[src/rtl/count_sampler_pkg.sv]
// Shared types and defaults for the ripple-counter capture stage.
package count_sampler_pkg;

  typedef enum logic [1:0] {
    INIT  = 2'd0,
    TRACK = 2'd1,
    ERROR = 2'd2
  } state_e;

  localparam int DEF_MOD           = 5;
  localparam int DEF_STABLE_CYCLES = 3;
  localparam int DEF_WRAP_W        = 8;

  // Successor of a legal code in a MOD-n sequence.
  function automatic logic [3:0] next_code(input logic [3:0] p, input int modulus);
    if (int'(p) >= modulus - 1) begin
      return 4'd0;
    end
    return 4'(int'(p) + 1);
  endfunction

endpackage

[src/rtl/count_sampler_if.sv]
// Signal bundle between the ripple-counter consumer logic and count_sampler.
interface count_sampler_if #(
  parameter int WRAP_W = 8
) ();
  // No backpressure: valid is a level meaning count_q holds an accepted value,
  // and step/wrap/error are single-cycle strobes the consumer must take as they come.
  logic [3:0]        y_in;
  logic              clear;
  logic [3:0]        count_q;
  logic              valid;
  logic              step;
  logic              wrap;
  logic              error;
  logic              err_flag;
  logic [WRAP_W-1:0] wrap_count;

  modport master (
    output y_in, clear,
    input  count_q, valid, step, wrap, error, err_flag, wrap_count
  );

  modport slave (
    input  y_in, clear,
    output count_q, valid, step, wrap, error, err_flag, wrap_count
  );
endinterface

[src/rtl/sync2.sv]
// Two-flop synchronizer, one chain per bit, for a bus that only changes
// through settled codes filtered downstream.
module sync2 #(
  parameter int W = 4
) (
  input  logic         clock,
  input  logic         reset,
  input  logic [W-1:0] d,
  output logic [W-1:0] q
);

  logic [W-1:0] s1_q, s1_d;
  logic [W-1:0] s2_q, s2_d;

  always_comb begin
    s1_d = d;
    s2_d = s1_q;
  end

  always_ff @(posedge clock or negedge reset) begin
    if (!reset) begin
      s1_q <= '0;
      s2_q <= '0;
    end else begin
      s1_q <= s1_d;
      s2_q <= s2_d;
    end
  end

  assign q = s2_q;

endmodule

[src/rtl/count_sampler.sv]
// Captures an asynchronous MOD-n ripple counter: synchronize, reject ripple
// transients, track the accepted value and report step/wrap/error events.
module count_sampler
  import count_sampler_pkg::*;
#(
  parameter int MOD           = DEF_MOD,
  parameter int STABLE_CYCLES = DEF_STABLE_CYCLES,
  parameter int WRAP_W        = DEF_WRAP_W
) (
  input  logic            clock,
  input  logic            reset,
  count_sampler_if.slave  bus,
  output state_e          dbg_state
);

  localparam int RUN_W = $clog2(STABLE_CYCLES + 1);

  logic [3:0] s2;

  sync2 #(.W(4)) u_sync (
    .clock (clock),
    .reset (reset),
    .d     (bus.y_in),
    .q     (s2)
  );

  // Stability filter state
  logic [3:0]       cand_q, cand_d;
  logic [RUN_W-1:0] run_q, run_d;
  logic             accept;

  // Tracking state and registered outputs
  state_e            state_q, state_d;
  logic [3:0]        count_q, count_d;
  logic              valid_q, valid_d;
  logic              step_q, step_d;
  logic              wrap_q, wrap_d;
  logic              error_q, error_d;
  logic              err_flag_q, err_flag_d;
  logic [WRAP_W-1:0] wrap_cnt_q, wrap_cnt_d;

  // run saturates at STABLE_CYCLES so a held value is accepted exactly once.
  always_comb begin
    cand_d = cand_q;
    run_d  = run_q;
    accept = 1'b0;
    if (s2 != cand_q) begin
      cand_d = s2;
      run_d  = RUN_W'(1);
    end else begin
      if (run_q < RUN_W'(STABLE_CYCLES)) begin
        run_d = run_q + RUN_W'(1);
      end
      if (run_q == RUN_W'(STABLE_CYCLES - 1)) begin
        accept = 1'b1;
      end
    end
    if (bus.clear) begin
      run_d = '0;
    end
  end

  always_comb begin
    state_d    = state_q;
    count_d    = count_q;
    valid_d    = valid_q;
    step_d     = 1'b0;
    wrap_d     = 1'b0;
    error_d    = 1'b0;
    err_flag_d = err_flag_q;
    wrap_cnt_d = wrap_cnt_q;

    if (bus.clear) begin
      state_d    = INIT;
      valid_d    = 1'b0;
      err_flag_d = 1'b0;
      wrap_cnt_d = '0;
    end else if (accept) begin
      count_d = cand_q;
      valid_d = 1'b1;
      unique case (state_q)
        INIT: begin
          if (int'(cand_q) < MOD) begin
            state_d = TRACK;
          end else begin
            state_d    = ERROR;
            error_d    = 1'b1;
            err_flag_d = 1'b1;
          end
        end
        TRACK: begin
          if (int'(cand_q) < MOD && cand_q == next_code(count_q, MOD)) begin
            step_d = 1'b1;
            if (int'(count_q) == MOD - 1 && cand_q == 4'd0) begin
              wrap_d = 1'b1;
              if (wrap_cnt_q != '1) begin
                wrap_cnt_d = wrap_cnt_q + WRAP_W'(1);
              end
            end
          end else begin
            state_d    = ERROR;
            error_d    = 1'b1;
            err_flag_d = 1'b1;
          end
        end
        ERROR: begin
          // Only clear leaves ERROR; skips here are expected and not re-flagged.
          if (int'(cand_q) >= MOD) begin
            error_d    = 1'b1;
            err_flag_d = 1'b1;
          end
        end
        default: begin
          state_d = INIT;
        end
      endcase
    end
  end

  always_ff @(posedge clock or negedge reset) begin
    if (!reset) begin
      cand_q     <= '0;
      run_q      <= '0;
      state_q    <= INIT;
      count_q    <= '0;
      valid_q    <= 1'b0;
      step_q     <= 1'b0;
      wrap_q     <= 1'b0;
      error_q    <= 1'b0;
      err_flag_q <= 1'b0;
      wrap_cnt_q <= '0;
    end else begin
      cand_q     <= cand_d;
      run_q      <= run_d;
      state_q    <= state_d;
      count_q    <= count_d;
      valid_q    <= valid_d;
      step_q     <= step_d;
      wrap_q     <= wrap_d;
      error_q    <= error_d;
      err_flag_q <= err_flag_d;
      wrap_cnt_q <= wrap_cnt_d;
    end
  end

  assign bus.count_q    = count_q;
  assign bus.valid      = valid_q;
  assign bus.step       = step_q;
  assign bus.wrap       = wrap_q;
  assign bus.error      = error_q;
  assign bus.err_flag   = err_flag_q;
  assign bus.wrap_count = wrap_cnt_q;
  assign dbg_state      = state_q;

endmodule

[src/flat_wrapper.sv]
// flat-port wrapper written by rule: the top's interface ports become plain ports
module count_sampler_flat import count_sampler_pkg::*;
#(
  parameter int MOD           = DEF_MOD,
  parameter int STABLE_CYCLES = DEF_STABLE_CYCLES,
  parameter int WRAP_W        = DEF_WRAP_W
)
  (clock, reset, dbg_state, bus_y_in, bus_clear, bus_count_q, bus_valid, bus_step, bus_wrap, bus_error, bus_err_flag, bus_wrap_count);
  count_sampler_if #(.WRAP_W(WRAP_W)) bus_i ();
  input  logic clock;
  input  logic reset;
  output state_e dbg_state;
  input wire logic [$bits(bus_i.y_in)-1:0] bus_y_in;
  input wire logic [$bits(bus_i.clear)-1:0] bus_clear;
  output wire logic [$bits(bus_i.count_q)-1:0] bus_count_q;
  output wire logic [$bits(bus_i.valid)-1:0] bus_valid;
  output wire logic [$bits(bus_i.step)-1:0] bus_step;
  output wire logic [$bits(bus_i.wrap)-1:0] bus_wrap;
  output wire logic [$bits(bus_i.error)-1:0] bus_error;
  output wire logic [$bits(bus_i.err_flag)-1:0] bus_err_flag;
  output wire logic [$bits(bus_i.wrap_count)-1:0] bus_wrap_count;
  assign bus_i.y_in = bus_y_in;
  assign bus_i.clear = bus_clear;
  assign bus_count_q = bus_i.count_q;
  assign bus_valid = bus_i.valid;
  assign bus_step = bus_i.step;
  assign bus_wrap = bus_i.wrap;
  assign bus_error = bus_i.error;
  assign bus_err_flag = bus_i.err_flag;
  assign bus_wrap_count = bus_i.wrap_count;
  count_sampler #(.MOD(MOD), .STABLE_CYCLES(STABLE_CYCLES), .WRAP_W(WRAP_W)) u_core (.clock(clock), .reset(reset), .bus(bus_i), .dbg_state(dbg_state));
endmodule
[config.mk]
export PLATFORM = sky130hd
export DESIGN_NAME = count_sampler_flat
export DESIGN_NICKNAME = d
export VERILOG_FILES = /design/src/rtl/count_sampler_pkg.sv /design/src/rtl/count_sampler_if.sv /design/src/rtl/sync2.sv /design/src/rtl/count_sampler.sv /design/src/flat_wrapper.sv
export SDC_FILE = /design/constraint.sdc
export NUM_CORES = 1
export LEC_CHECK = 0
export CAP_MARGIN = 20
export CORE_UTILIZATION = 40
export DETAILED_ROUTE_END_ITERATION = 16
export SYNTH_ARGS = -nofsm -noshare
export SYNTH_HDL_FRONTEND = slang
export SYNTH_SLANG_ARGS = --single-unit
export TNS_END_PERCENT = 50
[constraint.sdc]
create_clock -name clock -period 2.96 [get_ports clock]
set_clock_uncertainty 0.2 [all_clocks]
set_input_delay 0.592 -clock clock [delete_from_list [all_inputs] [get_ports clock]]
set_output_delay 0.592 -clock clock [all_outputs]
set_load 0.01 [all_outputs]
==> metrics, run 1 <==
status=finished, final reports clean; FF+latch area=826 sq um; hold_buf cts=0; WP data arrival=2600 ps; met2 WL post-DR=1.33 mm; CTS tree=yes; Nets=187; Ys Warns=0; first-pass GRT wire length=4.72 mm; Clock Sink Count=33; Die Y=64.0 um; Slew Limit Fails=0; deepest clock path buffer count=2; post-route cell area=1960 sq um; met3 WL=97 um; I/O pins=26; FF+latch count, synth=33; H-tree Lvls=2; routed vias=1,127; Final Hold Vio Count=0; syn avg cell area=10.8 sq um; grt ovf=0; CP max FO=5; Yosys cell types=34; final design utilization=53.1%; largest net degree at the start of global routing=34; Die ar.=4100 sq um; PwrDens=490 nW/um^2; Core ar.=3690 sq um; RSZ-0062 raised after global routing=no; max cap viols=0; Slew HR=72.6%; initial antenna violation count=0; Tmin final=2630 ps; VDD IR max=0.000379 V; first drt pass iteration count=4; Placement Cell Area=1840 sq um; CTS resizes=0; Clock transition at path regs=60 ps; # rows=22; placer's final routability congestion estimate=0.865; wire per inst=12.4 um; DR iter-0 viols=73; port bufs=25; worst hold path class=reg2reg; vias in the first global route=1,062; critical path endpoint category=register; setup slack, reg-to-reg=330 ps; WP data required=2930 ps; ANT cells=0; Num CTS Buffers=5; Clock Latency Late Sink=280 ps; synthesized cell area=1540 sq um; crit share post-route=88.9%; postcts setup bufs=0; post-route ant nets=0; gr usage total=15.3%; dpl hpwl=1.97 mm; final wirelength=2.74 mm; via/cell ratio=5.12; chip width=64.0 um; Leak=0.846 nW; layout cells sized above 1=9.30%; Setup Viol. Count Final=0; multi-input logic area=649 sq um; Seq/Total Area, Yosys=53.7%; setup_tns=0 ps; crit path launch type=register; fmax=380 MHz; WS Path Type=reg2reg; Max Used Layer=met4; Initial Util=41.7%; Layout Area Growth over Synthesis=27.2%; Syn Inst Count=143; drc violations=0; post-synth net total=159; fillcell total=342; Met1 Wirelength=1.27 mm; worst-margin pin slew=411 ps; Root Driver=clkbuf_8
sequential cells by signal (all words and copies together), names as in the netlist, 2 cells and up:
signal,cells
u_core.bus.count_q,4
u_core.bus.wrap_count,8
u_core.cand_q,4
u_core.dbg_state,2
u_core.run_q,2
u_core.u_sync.q,4
u_core.u_sync.s1_q,4
path summary, 6_finish.rpt:
kind                                             from                  end  depth (start not counted)
worst max-delay path            u_core.bus.count_q[0]  u_core.dbg_state[1]                          7
worst min-delay path            u_core.u_sync.s1_q[1]   u_core.u_sync.q[1]                          0
worst max register to register  u_core.bus.count_q[0]  u_core.dbg_state[1]                          7
worst min register to register  u_core.u_sync.s1_q[1]   u_core.u_sync.q[1]                          0
max in group asynchronous                       reset   u_core.u_sync.q[2]                          2
min in group asynchronous                       reset      u_core.bus.step                          2
worst max-delay path, cell delays in order, from the launching register on:
cell,delay (ps)
dfrtp_1,430
inv_1,90
ha_1,290
or3b_2,440
a21oi_1,150
nand4_1,200
o21ai_0,350
mux2_2,370
cells in the final DEF (no fill, tap or decap), types with 2 or more instances in the layout:
| cell type | n |
|---|---|
| or3_1 | 3 |
| nor3_1 | 3 |
| a21oi_1 | 10 |
| or4_1 | 2 |
| buf_4 | 3 |
| and4b_1 | 2 |
| dfrtp_1 | 33 |
| clkdlybuf4s50_1 | 25 |
| nor2b_1 | 2 |
| nor3b_1 | 2 |
| xnor2_1 | 6 |
| nand3_1 | 4 |
| mux2i_1 | 2 |
| nor2_1 | 15 |
| nor4_1 | 2 |
| o21ai_0 | 7 |
| and3_1 | 3 |
| mux2_2 | 3 |
| o31ai_1 | 3 |
| ha_1 | 9 |
| inv_1 | 9 |
| clkbuf_8 | 6 |
| nand2_1 | 4 |
logic make-up (layout without fill, tap and decap cells):
group	after synthesis	count (layout)	share of synthesized area (%)
mux	5	5	3.50
buf+inv	16	45	4.15
fa+ha+maj	9	9	7.32
xor+xnor	7	7	3.98
compound gates	25	25	9.76
simple gates	48	48	17.6
flops	33	33	53.7
Yosys cell counts:
cell type	number	area share, %
xor2_1	1	0.57
xnor2_1	6	3.4
ha_1	9	7.3
nor2_1	15	3.7
o2bb2ai_1	1	0.57
o21ai_0	7	2.3
o211ai_1	1	0.49
clkbuf_1	6	1.5
nand3_1	4	1.3
dfrtp_1	33	54
and3_1	3	1.2
nor2b_1	2	0.81
or3b_2	1	0.57
or4_1	2	0.98
mux2_2	3	2.2
nand3b_1	1	0.49
and4b_1	2	1.3
nand2b_1	1	0.41
nor4_1	2	0.81
inv_1	9	2.2
nand2_1	4	0.98
nand4_1	1	0.41
or3_1	3	1.2
o31ai_1	3	1.5
mux2i_1	2	1.3
o32a_1	1	0.65
nand4_2	1	0.81
o21a_1	1	0.49
a21oi_1	10	3.3
buf_4	1	0.49
or3_4	1	0.73
nor3_1	3	0.98
nor3b_1	2	0.98
o31a_1	1	0.57
cell type report:
type / count / area share (%)
repair buffers: 28 / 13.9
clock buffers: 7 / 4.41
multi-input cells: 94 / 33.2
flip-flops and latches: 33 / 42.2
well taps: 48 / 3.07
inverters: 9 / 1.73
clock inverters: 1 / 1.53
power breakdown:
group | total (W) | switching (W) | leakage [nW] | internal [W]
Combinational | 0.0000586 | 0.0000292 | 0.361 | 0.0000294
Clock | 0.000428 | 0.000154 | 0.0585 | 0.000274
Sequential | 0.000474 | 0.0000112 | 0.427 | 0.000463
stage by stage:
stage          hold slack [ps]  std cells  power (W)  setup WS, ps
6_report                   149        220   0.000960           329
5_1_grt                    158        220    0.00101           118
4_1_cts                    151        220   0.000977           338
3_5_place_dp               136        212   0.000542           381
3_3_place_gp               134        212   0.000540           445
2_1_floorplan             96.4        143   0.000513           495
layer usage:
layer  vias to the layer above  track usage, %
li1                        549               -
met1                       549            19.3
met2                        24            23.9
met3                         5            5.54
met4                         0            5.97
met5                         -               0
No activity file was read; power rests on OpenSTA's default activity.
==> inputs of run 2 (changes only) <==
--- a/config.mk
+++ b/config.mk
@@ -6,6 +6,7 @@
 export NUM_CORES = 1
 export LEC_CHECK = 0
 export CAP_MARGIN = 20
+export CORE_MARGIN = 4
 export CORE_UTILIZATION = 40
 export DETAILED_ROUTE_END_ITERATION = 16
 export SYNTH_ARGS = -nofsm -noshare
==> run 2 against run 1 <==
Maximum frequency up 0.92%. Clock-buffer cell count down 2. Via count down 0.80%. Highest routed layer unchanged.
==> metrics, run 2 (same netlist as run 1, synthesis figures left out) <==
dpl hpwl=2.13 mm; Final Hold Vio Count=0; setup_tns=0 ps; commonest cells after routing, fill and taps aside=33 x dfrtp_1, 25 x clkdlybuf4s50_1, 15 x nor2_1; worst hold path class=reg2reg; CTS resizes=0; crit share post-route=88.1%; Die ar.=4900 sq um; placer's final routability congestion estimate=0.811; largest net degree at the start of global routing=34; initial antenna violation count=0; hold_buf cts=0; deepest clock path buffer count=2; RSZ-0062 raised after global routing=no; worst-margin pin slew=423 ps; fmax=384 MHz; crit path launch type=register; chip width=70.0 um; final wirelength=2.94 mm; post-route cell area=1980 sq um; WP data arrival=2570 ps; Initial Util=41.7%; hold slack=151 ps; fillcell total=337; FF+latch area=826 sq um; status=finished, final reports clean; first-pass GRT wire length=5.11 mm; critical path endpoint category=register; ANT cells=0; wire per inst=13.3 um; CTS tree=yes; Slew HR=71.8%; Clock Sink Count=33; VDD IR max=0.000340 V; Clock transition at path regs=70 ps; Placement Cell Area=1840 sq um; # rows=22; Core ar.=3690 sq um; WP data required=2930 ps; Clock Latency Late Sink=280 ps; max reg flops=8; Num CTS Buffers=5; H-tree Lvls=2; Nets=187; Setup Viol. Count Final=0; DR iter-0 viols=56; gr usage total=13.0%; Root Driver=clkbuf_8; drc violations=0; CP max FO=5; grt ovf=0; via/cell ratio=5.08; WS Path Type=reg2reg; routed vias=1,118; vias in the first global route=1,121; Slew Limit Fails=0; commonest non-fill, non-tap cell in the layout=dfrtp_1; I/O pins=26; multi-input logic area=649 sq um; max cap viols=0; postcts setup bufs=0; first drt pass iteration count=4; layout cells sized above 1=9.88%; Tmin final=2610 ps; Layout Area Growth over Synthesis=28.4%; PwrDens=522 nW/um^2; port bufs=25; post-route ant nets=0; Die Y=70.0 um; Leak=0.856 nW
## run 2: cell count changes in the layout (fill, tap and decap cells not counted)
cell,delta
bufinv_16,+1
clkbuf_1,-1
clkbuf_8,-1
clkinv_2,+1
## run 2: area by class of cell
cell class              instances  share of cell area [%]
clock buffers                   5                    3.48
clock inverters                 3                    3.29
inverters                       9                    1.71
multi-input cells              94                    32.9
flip-flops and latches         33                    41.8
well taps                      48                    3.04
repair buffers                 28                    13.8
## run 2: critical path: stages (launching register included)
cell and delay [ps]:
dfrtp_1 410, inv_1 70, ha_1 290, or3b_2 440, a21oi_1 160, nand4_1 200
o21ai_0 330, mux2_2 370
## run 2: worst paths after layout
check | to | slack [ps] | depth (start not counted) | start
setup / recovery | u_core.dbg_state[1] | 350 | 7 | u_core.bus.count_q[0]
hold / removal | u_core.u_sync.q[0] | 150 | 0 | u_core.u_sync.s1_q[0]
setup reg to reg | u_core.dbg_state[1] | 350 | 7 | u_core.bus.count_q[0]
hold reg to reg | u_core.u_sync.q[0] | 150 | 0 | u_core.u_sync.s1_q[0]
max in group asynchronous | u_core.bus.wrap_count[6] | 1740 | 2 | reset
min in group asynchronous | u_core.bus.error | 500 | 2 | reset
## run 2: metal layers
metal | vias to the layer above | share of wire [%] | global-route usage [%]
li1 | 548 | - | -
met1 | 539 | 45 | 16.5
met2 | 24 | 48 | 20.4
met3 | 7 | 5.3 | 4.75
met4 | 0 | 1.4 | 4.47
met5 | - | 0 | 0
## run 2: report_power, final
part / internal (W) / switching (W) / total, W
Combinational: 0.0000295 / 0.0000299 / 0.0000594
Clock: 0.000334 / 0.000164 / 0.000498
Sequential: 0.000462 / 0.0000111 / 0.000474
## run 2: per-stage QoR
step | util (%) | worst slack, ps | power [W] | std cells
6_report | 53.6 | 354 | 0.00103 | 220
5_1_grt | 53.6 | 177 | 0.00107 | 220
4_1_cts | 53.6 | 352 | 0.00104 | 220
3_5_place_dp | 49.9 | 387 | 0.000543 | 212
3_3_place_gp | 49.9 | 444 | 0.000541 | 212
2_1_floorplan | - | 495 | 0.000513 | 143
==> inputs of run 3 (changes only) <==
--- a/config.mk
+++ b/config.mk
@@ -9,6 +9,7 @@
 export CORE_MARGIN = 4
 export CORE_UTILIZATION = 40
 export DETAILED_ROUTE_END_ITERATION = 16
+export SLEW_MARGIN = 20
 export SYNTH_ARGS = -nofsm -noshare
 export SYNTH_HDL_FRONTEND = slang
 export SYNTH_SLANG_ARGS = --single-unit
==> results of run 3 <==
Final layout, timing and power as in run 2 (identical DEF).
